File: src/rtl/morse_char_scheduler.sv
// morse_char_scheduler: filters PS/2 set-2 bytes down to make codes and queues them
// for the Morse encoder behind a valid/ready output stage.
module morse_char_scheduler #(
  parameter int         DEPTH          = 8,
  parameter logic [7:0] BACKSPACE_CODE = 8'h66
) (
  input  logic                     clk,
  input  logic                     rst_n,
  input  logic [7:0]               ps2_received_data,
  input  logic                     ps2_received_data_strb,
  input  logic                     flush,
  input  logic                     enc_ready,
  output logic [7:0]               enc_data,
  output logic                     enc_valid,
  output logic [$clog2(DEPTH):0]   fifo_count,
  output logic                     overflow
);
  localparam int AW = $clog2(DEPTH);
  localparam int CW = AW + 1;
  typedef enum logic [1:0] {IDLE, BRK, EXT, EXT_BRK} pstate_t;
  pstate_t         state_q, state_d;
  logic [7:0]      last_make_q, last_make_d;
  logic [AW-1:0]   wr_ptr_q, wr_ptr_d, rd_ptr_q, rd_ptr_d;
  logic [CW-1:0]   count_q, count_d;
  logic [7:0]      enc_data_q, enc_data_d;
  logic            enc_valid_q, enc_valid_d;
  logic            overflow_q, overflow_d;
  logic [7:0]      mem [DEPTH];
  logic [7:0]      b;
  logic            pop, is_make, rep, mk, bs, full, push;
  always_comb begin
    b           = ps2_received_data;
    full        = count_q == CW'(DEPTH);
    pop         = (count_q != '0) && (!enc_valid_q || enc_ready);
    is_make     = ps2_received_data_strb && state_q == IDLE && b != 8'hF0 && b != 8'hE0;
    rep         = b == last_make_q;
    mk          = is_make && !rep && b != BACKSPACE_CODE;
    push        = mk && (!full || pop);
    // a lone entry being popped this cycle is already committed to the output stage
    bs          = is_make && !rep && b == BACKSPACE_CODE && count_q != '0 && !(pop && count_q == CW'(1));
    state_d     = state_q;
    last_make_d = last_make_q;
    if (ps2_received_data_strb)
      case (state_q)
        IDLE: begin
          state_d = b == 8'hF0 ? BRK : b == 8'hE0 ? EXT : IDLE;
          if (is_make) last_make_d = b;
        end
        BRK: begin
          state_d = IDLE;
          if (b == last_make_q) last_make_d = '0;
        end
        EXT:     state_d = b == 8'hF0 ? EXT_BRK : b == 8'hE0 ? EXT : IDLE;
        EXT_BRK: state_d = IDLE;
      endcase
    wr_ptr_d    = wr_ptr_q + AW'(push) - AW'(bs);
    rd_ptr_d    = rd_ptr_q + AW'(pop);
    count_d     = count_q + CW'(push) - CW'(pop) - CW'(bs);
    enc_valid_d = pop || (enc_valid_q && !enc_ready);
    enc_data_d  = pop ? mem[rd_ptr_q] : enc_data_q;
    overflow_d  = overflow_q || (mk && full && !pop);
    if (flush) begin
      state_d     = IDLE;
      last_make_d = '0;
      wr_ptr_d    = '0;
      rd_ptr_d    = '0;
      count_d     = '0;
      enc_valid_d = 1'b0;
      enc_data_d  = '0;
      overflow_d  = 1'b0;
    end
  end
  always_ff @(posedge clk or negedge rst_n)
    if (!rst_n) begin
      state_q     <= IDLE;
      last_make_q <= '0;
      wr_ptr_q    <= '0;
      rd_ptr_q    <= '0;
      count_q     <= '0;
      enc_valid_q <= 1'b0;
      enc_data_q  <= '0;
      overflow_q  <= 1'b0;
    end else begin
      state_q     <= state_d;
      last_make_q <= last_make_d;
      wr_ptr_q    <= wr_ptr_d;
      rd_ptr_q    <= rd_ptr_d;
      count_q     <= count_d;
      enc_valid_q <= enc_valid_d;
      enc_data_q  <= enc_data_d;
      overflow_q  <= overflow_d;
    end
  always_ff @(posedge clk)
    if (push && !flush) mem[wr_ptr_q] <= b;
  assign enc_data   = enc_data_q;
  assign enc_valid  = enc_valid_q;
  assign fifo_count = count_q;
  assign overflow   = overflow_q;
endmodule
File: config.mk
export PLATFORM = sky130hd
export DESIGN_NAME = morse_char_scheduler
export DESIGN_NICKNAME = d
export VERILOG_FILES = /design/src/rtl/morse_char_scheduler.sv
export SDC_FILE = /design/constraint.sdc
export NUM_CORES = 1
export LEC_CHECK = 0
export CAP_MARGIN = 20
export CORE_ASPECT_RATIO = 1.5
export CORE_MARGIN = 2
export CORE_UTILIZATION = 48
export DETAILED_ROUTE_END_ITERATION = 8
export PLACE_DENSITY = 0.7
export SYNTH_ARGS = -nofsm -noshare
export SYNTH_HDL_FRONTEND = slang
export SYNTH_SLANG_ARGS = --single-unit
File: constraint.sdc
create_clock -name clk -period 3.1 [get_ports clk]
set_input_delay 0.31 -clock clk [delete_from_list [all_inputs] [get_ports clk]]
set_output_delay 0.31 -clock clk [all_outputs]
set_load 0.005 [all_outputs]
## Word level (Yosys, flattened, before mapping)

Memory sizes are Yosys's and may differ from the RTL's.
Index checks and enable logic that the tools add are counted.

| cells by class | value |
|---|---|
| reduce and logical (&&, ||, !) cells | 33 |
| $add $sub $neg | 6 |
| equality and inequality tests | 14 |
| div/mod/pow operators | 0 |
| shift operators | 0 |
| muxes and demuxes | 20 |
| bitwise operators | 0 |
| multiply operators | 0 |
| $lt $le $gt $ge | 0 |

Operator list:

| kind | number |
|---|---|
| 2-to-1 mux 8 bit | 6 |
| == test 8 bit (second input constant) | 2 |
| != test 8 bit (second input constant) | 2 |
| one-hot mux 8 bit (2 select lines) | 1 |
| logical AND 1 bit | 15 |
| 2-to-1 mux 2 bit | 5 |
| == test 8 x 7 -> 1 bit (second input constant) | 1 |
| == test 8 bit | 1 |
| != test 8 x 7 -> 1 bit (second input constant) | 1 |
| subtractor 4 x 1 -> 4 bit | 2 |
| logical NOT 1 bit | 7 |
| adder 3 x 1 -> 3 bit | 2 |
| 2-to-1 mux 3 bit | 2 |
| != test 3 bit (second input constant) | 2 |
| one-hot mux 2 bit (3 select lines) | 1 |
| adder 4 x 1 -> 4 bit | 1 |
| == test 2 bit (second input constant) | 2 |
| == test 4 x 1 -> 1 bit (second input constant) | 1 |
| == test 4 bit (second input constant) | 1 |
| logical OR 1 bit | 4 |
| 2-to-1 mux 1 bit | 4 |
| 2-to-1 mux 4 bit | 1 |
| AND reduction 4 bit | 1 |
| nonzero test 2 bit | 2 |
| 6 further kinds | 6 |

| word-level totals | value |
|---|---|
| memories kept | 1 |
| output and inout bits | 14 |
| input port bits | 13 |
| RAM bits | 64 |
| memory bits (read-only) | 0 |
| bits in latches | 0 |
| register bits after elaboration | 30 |

Memory list:

| name | depth | width | rd ports | clocked after memory_dff | wr ports | line | text |
|---|---|---|---|---|---|---|---|
| mem | 8 | 8 | 1 | 0 | 1 | 28 | `logic [7:0] mem [DEPTH];` |

## Longest topological paths before layout

Gate-level depths: netlist (run 1).

| logic depth | value |
|---|---|
| depth after elaboration | 11 |
| mapped depth | 15 |

## Worst setup path after synthesis (run 1)

No wires, ideal clock.

| timing | value |
|---|---|
| path type | reg2reg |
| start point | register count_q[2] (netlist: fifo_count[2]) |
| end point | register count_q[3] (netlist: fifo_count[3]) |
| clock period less this slack | 2.729 ns |
| cell stages (with the launch flop) | 16 |
| buffers on the path | 0 |
| arrival | 2.597 ns |
| setup slack | 0.371 ns |
| library setup time | 0.132 ns |
| path through | dfrtp_1 > inv_1 > ha_1 > nand2b_1 > or2_2 > o2111ai_1 > mux2i_1 > ha_1 > a21oi_1 > ha_1 > inv_1 > ha_1 > inv_1 > fa_1 > xnor2_1 > nor2_1 |

| between the ends | value |
|---|---|
| cells in the longest elaborated chain, start to end | 8 |
| elaborated cells on any way between the ends | 15 |
| classes of those cells | add/sub (3); eq/ne (2); mux (1); reduce/logical (9) |

Ends and longest elaborated chain:

| what | line | text |
|---|---|---|
| start: declaration | 24 | `logic [CW-1:0] count_q, count_d;` |
| start signal: assignment | 88 | `count_q <= count_d;` |
| == test 4 bit / nonzero test 4 bit (equally long branches) | 33, 34, 40 |  |
| logical NOT 1 bit / logical AND 1 bit (equally long branches) | 38, 34 |  |
| logical OR 1 bit | 38 | `push = mk && (!full \|\| pop);` |
| logical AND 1 bit | 38 |  |
| adder 4 x 1 -> 4 bit | 58 | `count_d = count_q + CW'(push) - CW'(pop) - CW'(bs);` |
| subtractor 4 x 1 -> 4 bit | 58 |  |
| subtractor 4 x 1 -> 4 bit (*) | 58 |  |
| 2-to-1 mux 4 bit (*) | 62 | `if (flush) begin` |
| net count_d[3] | 24 |  |

Mark *: on every way through the listed nets, which the timed path passes. The rest lies on a longest branch.
A chain may end at the register's enable or synchronous reset.

## Worst setup path in the final report (run 1)

| timing | value |
|---|---|
| start point | input port ps2_received_data[5] |
| end point | register count_q[3] (netlist: fifo_count[3]) |

| between the ends | value |
|---|---|
| cells in the longest elaborated chain, start to end | 10 |
| elaborated cells on any way between the ends | 18 |
| classes of those cells | add/sub (3); eq/ne (5); mux (1); reduce/logical (9) |

Ends and longest elaborated chain:

| what | line | text |
|---|---|---|
| start: declaration | 9 | `input logic [7:0] ps2_received_data,` |
| != test 8 bit | 35 | `is_make = ps2_received_data_strb && state_q == IDLE && b != 8'hF0 && b != 8'hE0;` |
| logical AND 1 bit (2 in series) | 35 |  |
| logical AND 1 bit | 37, 40 |  |
| logical AND 1 bit | 37 | `mk = is_make && !rep && b != BACKSPACE_CODE;` |
| logical AND 1 bit | 38 |  |
| adder 4 x 1 -> 4 bit | 58 |  |
| subtractor 4 x 1 -> 4 bit | 58 |  |
| subtractor 4 x 1 -> 4 bit (*) | 58 |  |
| 2-to-1 mux 4 bit (*) | 62 |  |
| net count_d[3] | 24 |  |

Marked as above.

==> results.cfg, run 1 <==
[run_status]
status = complete, no violations

[power_and_ir_drop]
comb_power_share = 0.276
pwr-share-clk = 0.284
internal_power_mw = 2.652
ir_drop_v = 0.0004294
switchingPower_mw = 1.023
leakagePower_nw = 1.841
fin_total_pwr_mw = 3.675
powerDensity_nw_per_um2 = 726.2
power.share.switching = 0.2785
sequentialPowerShare = 0.440

[timing]
finalClockSkew_ps = 6.469
final-hold-violation-count = 0
rsz0062_at_grt = no
tightest_slew_ps = 739.3
setup_violations = 0
finalCritPeriodShare = 0.9471
maxSlewHeadroom = 0.5072
slew_viol_final = 0
min_period_ps = 2936
tns_ps = 0
timing.fmax_mhz = 340.6

[run]
max-cap-violations = 0

[clocking]
cts_tree = done
clk_pin_slew_ps = 60
cts_made_buffers = 9
cts_max_level = 3
cts_hold_buf = 0
cts_max_path_buffers = 2
clock_latency_ps = 340
cts_sinks = 94
clock-root-buffer = clkbuf_16

[grt]
grt_max_degree = 31
overflow = 0
grt_pass1_vias = 2595
grt_pass1_wl_mm = 13.30
antenna_found_initial = 0
track_usage = 0.1917

[finish]
layout_common_cells = edfxtp_1 (64), buf_4 (31), dfrtp_1 (30)
diodes = 0
area_growth_pct = 20.24
fillers = 669
nets = 359
final_common_cell = edfxtp_1
multiInputGateArea_um2 = 1425
drive_gt1_frac = 0.2239
seq_area_um2 = 2673

[setup_path]
cp_common_cell = ha_1
crit_family = adder cells
path_cells = clkdlybuf4s50_1 -> and4bb_4 -> nor4b_4 -> o2111ai_2 -> mux2i_1 -> ha_1 -> a21oi_1 -> ha_1 -> inv_1 -> ha_1 -> inv_1 -> fa_1 -> xnor2_1 -> nor2_1
cpPeakStageDelay_ps = 640
worst-setup-path-type = primary input to register
crit_required_ps = 3330
start_kind = primary input
crit_arrival_ps = 3170
crit_slowest_cell = clkdlybuf4s50_1
end_kind = register
worst-path-buf-inv = 3
crit_path_max_fanout = 4

[synth]
seq_area_frac_synth = 0.6350
netlist_instances = 275
synth-seq-cells = 94
yosysUniqueCellTypes = 40
syn_area_um2 = 4209
avgSynthCellArea_um2 = 15.31
synth.net_count = 304
yosysWarnings = 0

[worst_hold_path]
hold_class = primary input to asynchronous set/reset pin

[detailed_routing]
first_pass_iters = 4
via_per_inst = 5.477
ant_nets = 0
drtIter0Drc = 160
drt_drc_violations_left = 0
vias = 2421
wl_per_cell_um = 18.66
drt_wl_total_mm = 8.249

[floorplan]
rows = 41
initial_utilization = 0.4973
io-pin-count = 27
die-area_um2 = 9549
die_y_um = 118.7
core_region_area_um2 = 8464
die_x_um = 80.46

[placed_design]
dp_hpwl_mm = 5.858
portBuffers = 26
gp_congestion = 0.7727
layer usage:
layer / track usage / vias to the layer above / wire length [µm]
met3: 0.03511 / 21 / 239
li1: - / 1152 / -
met2: 0.3292 / 54 / 4502
met5: 0 / - / 0
met1: 0.2148 / 1194 / 3154
met4: 0.1176 / 0 / 352
repair_timing:
action,in CTS,in global routing
endpoints found under the setup margin,0,1
buffers inserted,0,0
resized for setup,0,3
power groups by stage:
stage / registers (mW) / clock network, mW / logic [mW]
global route: 1.64 / 1.11 / 1.13
detailed placement: 1.65 / 0 / 1.03
CTS: 1.62 / 1.06 / 1.03
global placement: 1.65 / 0 / 1.01
finish: 1.62 / 1.04 / 1.01
floorplan: 1.58 / 0 / 0.715
cells in the mapped netlist (all sizes together):
| library cell | n | area, µm² |
|---|---|---|
| or2 | 2 | 12.51 |
| nor4 | 6 | 37.54 |
| nand3 | 1 | 5.000 |
| nand2 | 17 | 63.81 |
| mux2i | 9 | 90.09 |
| o21ai | 10 | 53.80 |
| buf | 10 | 67.56 |
| dfrtp | 30 | 750.7 |
| edfxtp | 64 | 1922 |
| clkbuf | 3 | 12.51 |
| ha | 14 | 175.2 |
| and4bb | 1 | 16.27 |
| nor4b | 2 | 32.53 |
| mux4 | 16 | 360.4 |
| nor3 | 3 | 15.01 |
| a32oi | 8 | 70.07 |
| o41ai | 1 | 8.760 |
| nand2b | 3 | 18.77 |
| a21o | 1 | 8.760 |
| o2111ai | 1 | 8.760 |
| nor2 | 19 | 71.32 |
| a21oi | 5 | 25.02 |
| a31o | 1 | 8.760 |
| xnor2 | 11 | 96.34 |
| nor3b | 1 | 12.51 |
| a2111oi | 1 | 27.53 |
| inv | 12 | 45.04 |
| nand4 | 3 | 18.77 |
| o21bai | 1 | 11.26 |
| fa | 2 | 40.04 |
| nor2b | 8 | 50.05 |
| a211oi | 9 | 72.57 |
worst reg2reg max path, cell delays in order, from the launching register on:
cell       delay, ps
dfrtp_1          410
inv_1             90
ha_1             190
nand2b_1         120
or2_2            310
o2111ai_2        100
mux2i_1          220
ha_1             160
a21oi_1           40
ha_1             270
inv_1             60
ha_1             130
inv_1             50
fa_1             380
xnor2_1          150
nor2_1            50
kinds of logic (layout without fill, tap and decap cells):
| group | after synthesis | in the layout | share of synthesized area |
|---|---|---|---|
| flops | 94 | 94 | 0.6350 |
| simple gates | 66 | 66 | 0.08413 |
| compound gates | 38 | 38 | 0.07016 |
| mux | 25 | 25 | 0.1070 |
| buf+inv | 25 | 85 | 0.02972 |
| fa+ha+maj | 16 | 16 | 0.05113 |
| xor+xnor | 11 | 11 | 0.02289 |
path summary, 6_finish.rpt:
path | from | end | slack (ps) | cells after the start
min reg2reg | overflow$_DFF_PN0_ | overflow$_DFF_PN0_ | 540 | 2
min in group clk | ps2_received_data[0] | last_make_q[0]$_DFFE_PN0P_ | 440 | 3
max in group asynchronous | rst_n | rd_ptr_q[0]$_DFF_PN0_ | 2440 | 2
min | rst_n | last_make_q[1]$_DFFE_PN0P_ | 360 | 2
max reg2reg | fifo_count[2]$_DFF_PN0_ | fifo_count[3]$_DFF_PN0_ | 250 | 15
max | ps2_received_data[5] | fifo_count[3]$_DFF_PN0_ | 160 | 14
flip-flops by register name, indices dropped and copies added, names as in the netlist:
register,flops
state_q,2
mem,64
overflow,1
fifo_count,4
enc_valid,1
wr_ptr_q,3
rd_ptr_q,3
enc_data,8
last_make_q,8
final cells by class:
type,count,share of cell area
Clock buffer,13,0.05365
Clock inverter,3,0.003461
Inverter,12,0.008900
Multi-Input combinational cell,156,0.2816
Sequential cell,94,0.5281
Tap cell,107,0.02645
Timing Repair Buffer,57,0.09790
per-stage QoR:
step,setup slack (ps),hold slack (ps),utilization,instances,instance area (µm²)
floorplan,371.0,14.41,-,275,4209
global placement,-183.3,506.0,0.5619,426,4756
detailed placement,-239.8,502.2,0.5619,426,4756
CTS,110.7,370.4,0.5960,442,5045
global route,12.05,403.6,0.5979,442,5061
finish,163.9,357.1,0.5979,442,5061
(Power assumes the default switching activity.)
==> inputs of run 2 (changes only) <==
Settings changed: PLACE_DENSITY 0.7 to 0.67.
==> run 2 against run 1 <==
Setup slack improved by 1.9 ps. First-iteration DRC count is 0.63% lower. Final cell count grew 1.1%. Via count up 2.9%. Critical path depth increased by 1. Clock power barely moved. Core utilization grew 0.28 points. Worst hold slack better by 21 ps. Register-to-register slack barely moved. Clock-buffer cell count grew 3. Fmax about the same. Critical path type unchanged. Critical endpoint unchanged.
==> results.cfg, run 2 (same netlist as run 1, synthesis figures left out) <==
[run_status]
status = complete, no violations

[setup_path]
crit_cells = 15
end_kind = register
cpPeakStageDelay_ps = 400
r2r_setup_slack_ps = 250
path_cells = clkdlybuf4s50_1 -> buf_4 -> and4bb_4 -> nor4b_4 -> o2111ai_2 -> mux2i_1 -> ha_1 -> a21oi_2 -> ha_1 -> inv_1 -> ha_1 -> inv_1 -> fa_1 -> xnor2_1 -> nor2_1
crit_slowest_cell = clkdlybuf4s50_1
crit_required_ps = 3320
ff2ff_path_depth = 15
cp-startpoint = ps2_received_data[3]
crit_path_max_fanout = 11
start_kind = primary input
crit_end = fifo_count[3]$_DFF_PN0_
cp_common_cell = ha_1
r2r-end = fifo_count[3]$_DFF_PN0_
worst-setup-path-type = primary input to register
crit_arrival_ps = 3150
worst-path-buf-inv = 4
timing.rr.start = fifo_count[2]$_DFF_PN0_
crit_family = adder cells

[timing]
final-hold-violation-count = 0
maxSlewHeadroom = 0.4759
tightest_slew_ps = 786.1
setup_violations = 0
slew_viol_final = 0
timing.fmax_mhz = 340.8
setup_ws_ps = 165.8
finalClockSkew_ps = 4.646
tns_ps = 0
min_period_ps = 2934
finalCritPeriodShare = 0.9465

[grt]
grt_pass1_vias = 2638
grt_max_degree = 31
antenna_found_initial = 0
grt_pass1_wl_mm = 13.45
track_usage = 0.1913
overflow = 0

[detailed_routing]
first_pass_iters = 4
drt_wl_total_mm = 8.050
ant_nets = 0
vias = 2492
drt_drc_violations_left = 0
wl_per_cell_um = 18.01
drtIter0Drc = 159
via_per_inst = 5.575

[power_and_ir_drop]
internal_power_mw = 2.658
power.share.switching = 0.2742
pwr-share-clk = 0.281
fin_total_pwr_mw = 3.661
comb_power_share = 0.272
switchingPower_mw = 1.004
powerDensity_nw_per_um2 = 720.0
ir_drop_v = 0.0004840
sequentialPowerShare = 0.447
leakagePower_nw = 1.847

[placed_design]
dp_hpwl_mm = 5.791
portBuffers = 26
gp_congestion = 0.7763
place_ws_ps = -177.6
placed_area_um2 = 4793
post-place-cells = 431

[finish]
fillers = 657
largest_reg_flops = 64
nets = 364
drive_gt1_frac = 0.2294
final_common_cell = edfxtp_1
area_growth_pct = 20.81
fin_cells = 447
fin_area_um2 = 5085
layout_common_cells = edfxtp_1 (64), buf_4 (36), dfrtp_1 (30)
regMostFlops = mem
diodes = 0

[clocking]
clock_latency_ps = 330
cts_max_level = 3
clk_pin_slew_ps = 60
clock-root-buffer = clkbuf_16
cts_max_path_buffers = 2
cts_sinks = 94
cts_made_buffers = 9
postCtsSetupBuffers = 0
cts_tree = done

[worst_hold_path]
hold_class = primary input to asynchronous set/reset pin

[floorplan]
core_region_area_um2 = 8464
die_x_um = 80.46
initial_utilization = 0.4973
rows = 41
die-area_um2 = 9549
die_y_um = 118.7
io-pin-count = 27

[run]
max-cap-violations = 0
[run 2: changes by cell type in the layout (fill, tap and decap cells not counted), sizes merged]
| cell | change |
|---|---|
| buf | +5 |
| clkbuf | +3 |
| clkinv | -2 |
| clkdlybuf4s50 | +1 |
| clkinvlp | -1 |
| dlymetal6s2s | -1 |
[run 2: power groups by stage]
stage	combinational (mW)	sequential (mW)	clock [mW]
global route	1.13	1.66	1.11
CTS	1.01	1.64	1.06
global placement	0.986	1.66	0
floorplan	0.715	1.58	0
finish	0.995	1.64	1.03
detailed placement	1.01	1.67	0
[run 2: routing by layer]
metal | vias to the layer above | GRT usage | wire length [µm]
li1 | 1161 | - | -
met1 | 1244 | 0.2291 | 3098
met2 | 60 | 0.3208 | 4345
met3 | 27 | 0.03969 | 287
met4 | 0 | 0.09640 | 318
met5 | - | 0 | 0
[run 2: layout make-up]
type / count / area [µm²] / share of cell area
sequential: 94 / 2673 / 0.5256
multi-input combinational: 156 / 1421 / 0.2795
inverter: 12 / 45.04 / 0.008858
clock buffer: 16 / 281.5 / 0.05536
tap: 107 / 133.9 / 0.02633
timing repair buffer: 62 / 530.5 / 0.1043
[run 2: through the flow]
stage / util / hold slack, ps
global route: 0.6007 / 414.6
floorplan: - / 14.41
finish: 0.6007 / 377.9
CTS: 0.5996 / 385.9
global placement: 0.5663 / 490.8
detailed placement: 0.5663 / 504.4
[run 2: worst min-delay path by stage]
stage                              end  slack (ps)  cells past startpoint
2_1_floorplan  enc_data[0]$_DFFE_PN0P_          10                      0
3_3_place_gp        overflow$_DFF_PN0_         490                      2
3_5_place_dp        overflow$_DFF_PN0_         500                      2
4_1_cts        enc_data[6]$_DFFE_PN0P_         390                      2
5_1_grt          wr_ptr_q[1]$_DFF_PN0_         410                      2
6_report         rd_ptr_q[2]$_DFF_PN0_         380                      2
[run 2: repair_timing]
item,CTS,global route
hold endpoints to repair,0,0
endpoints found under the setup margin,0,1
hold buffers,0,0
gates resized for setup,0,2
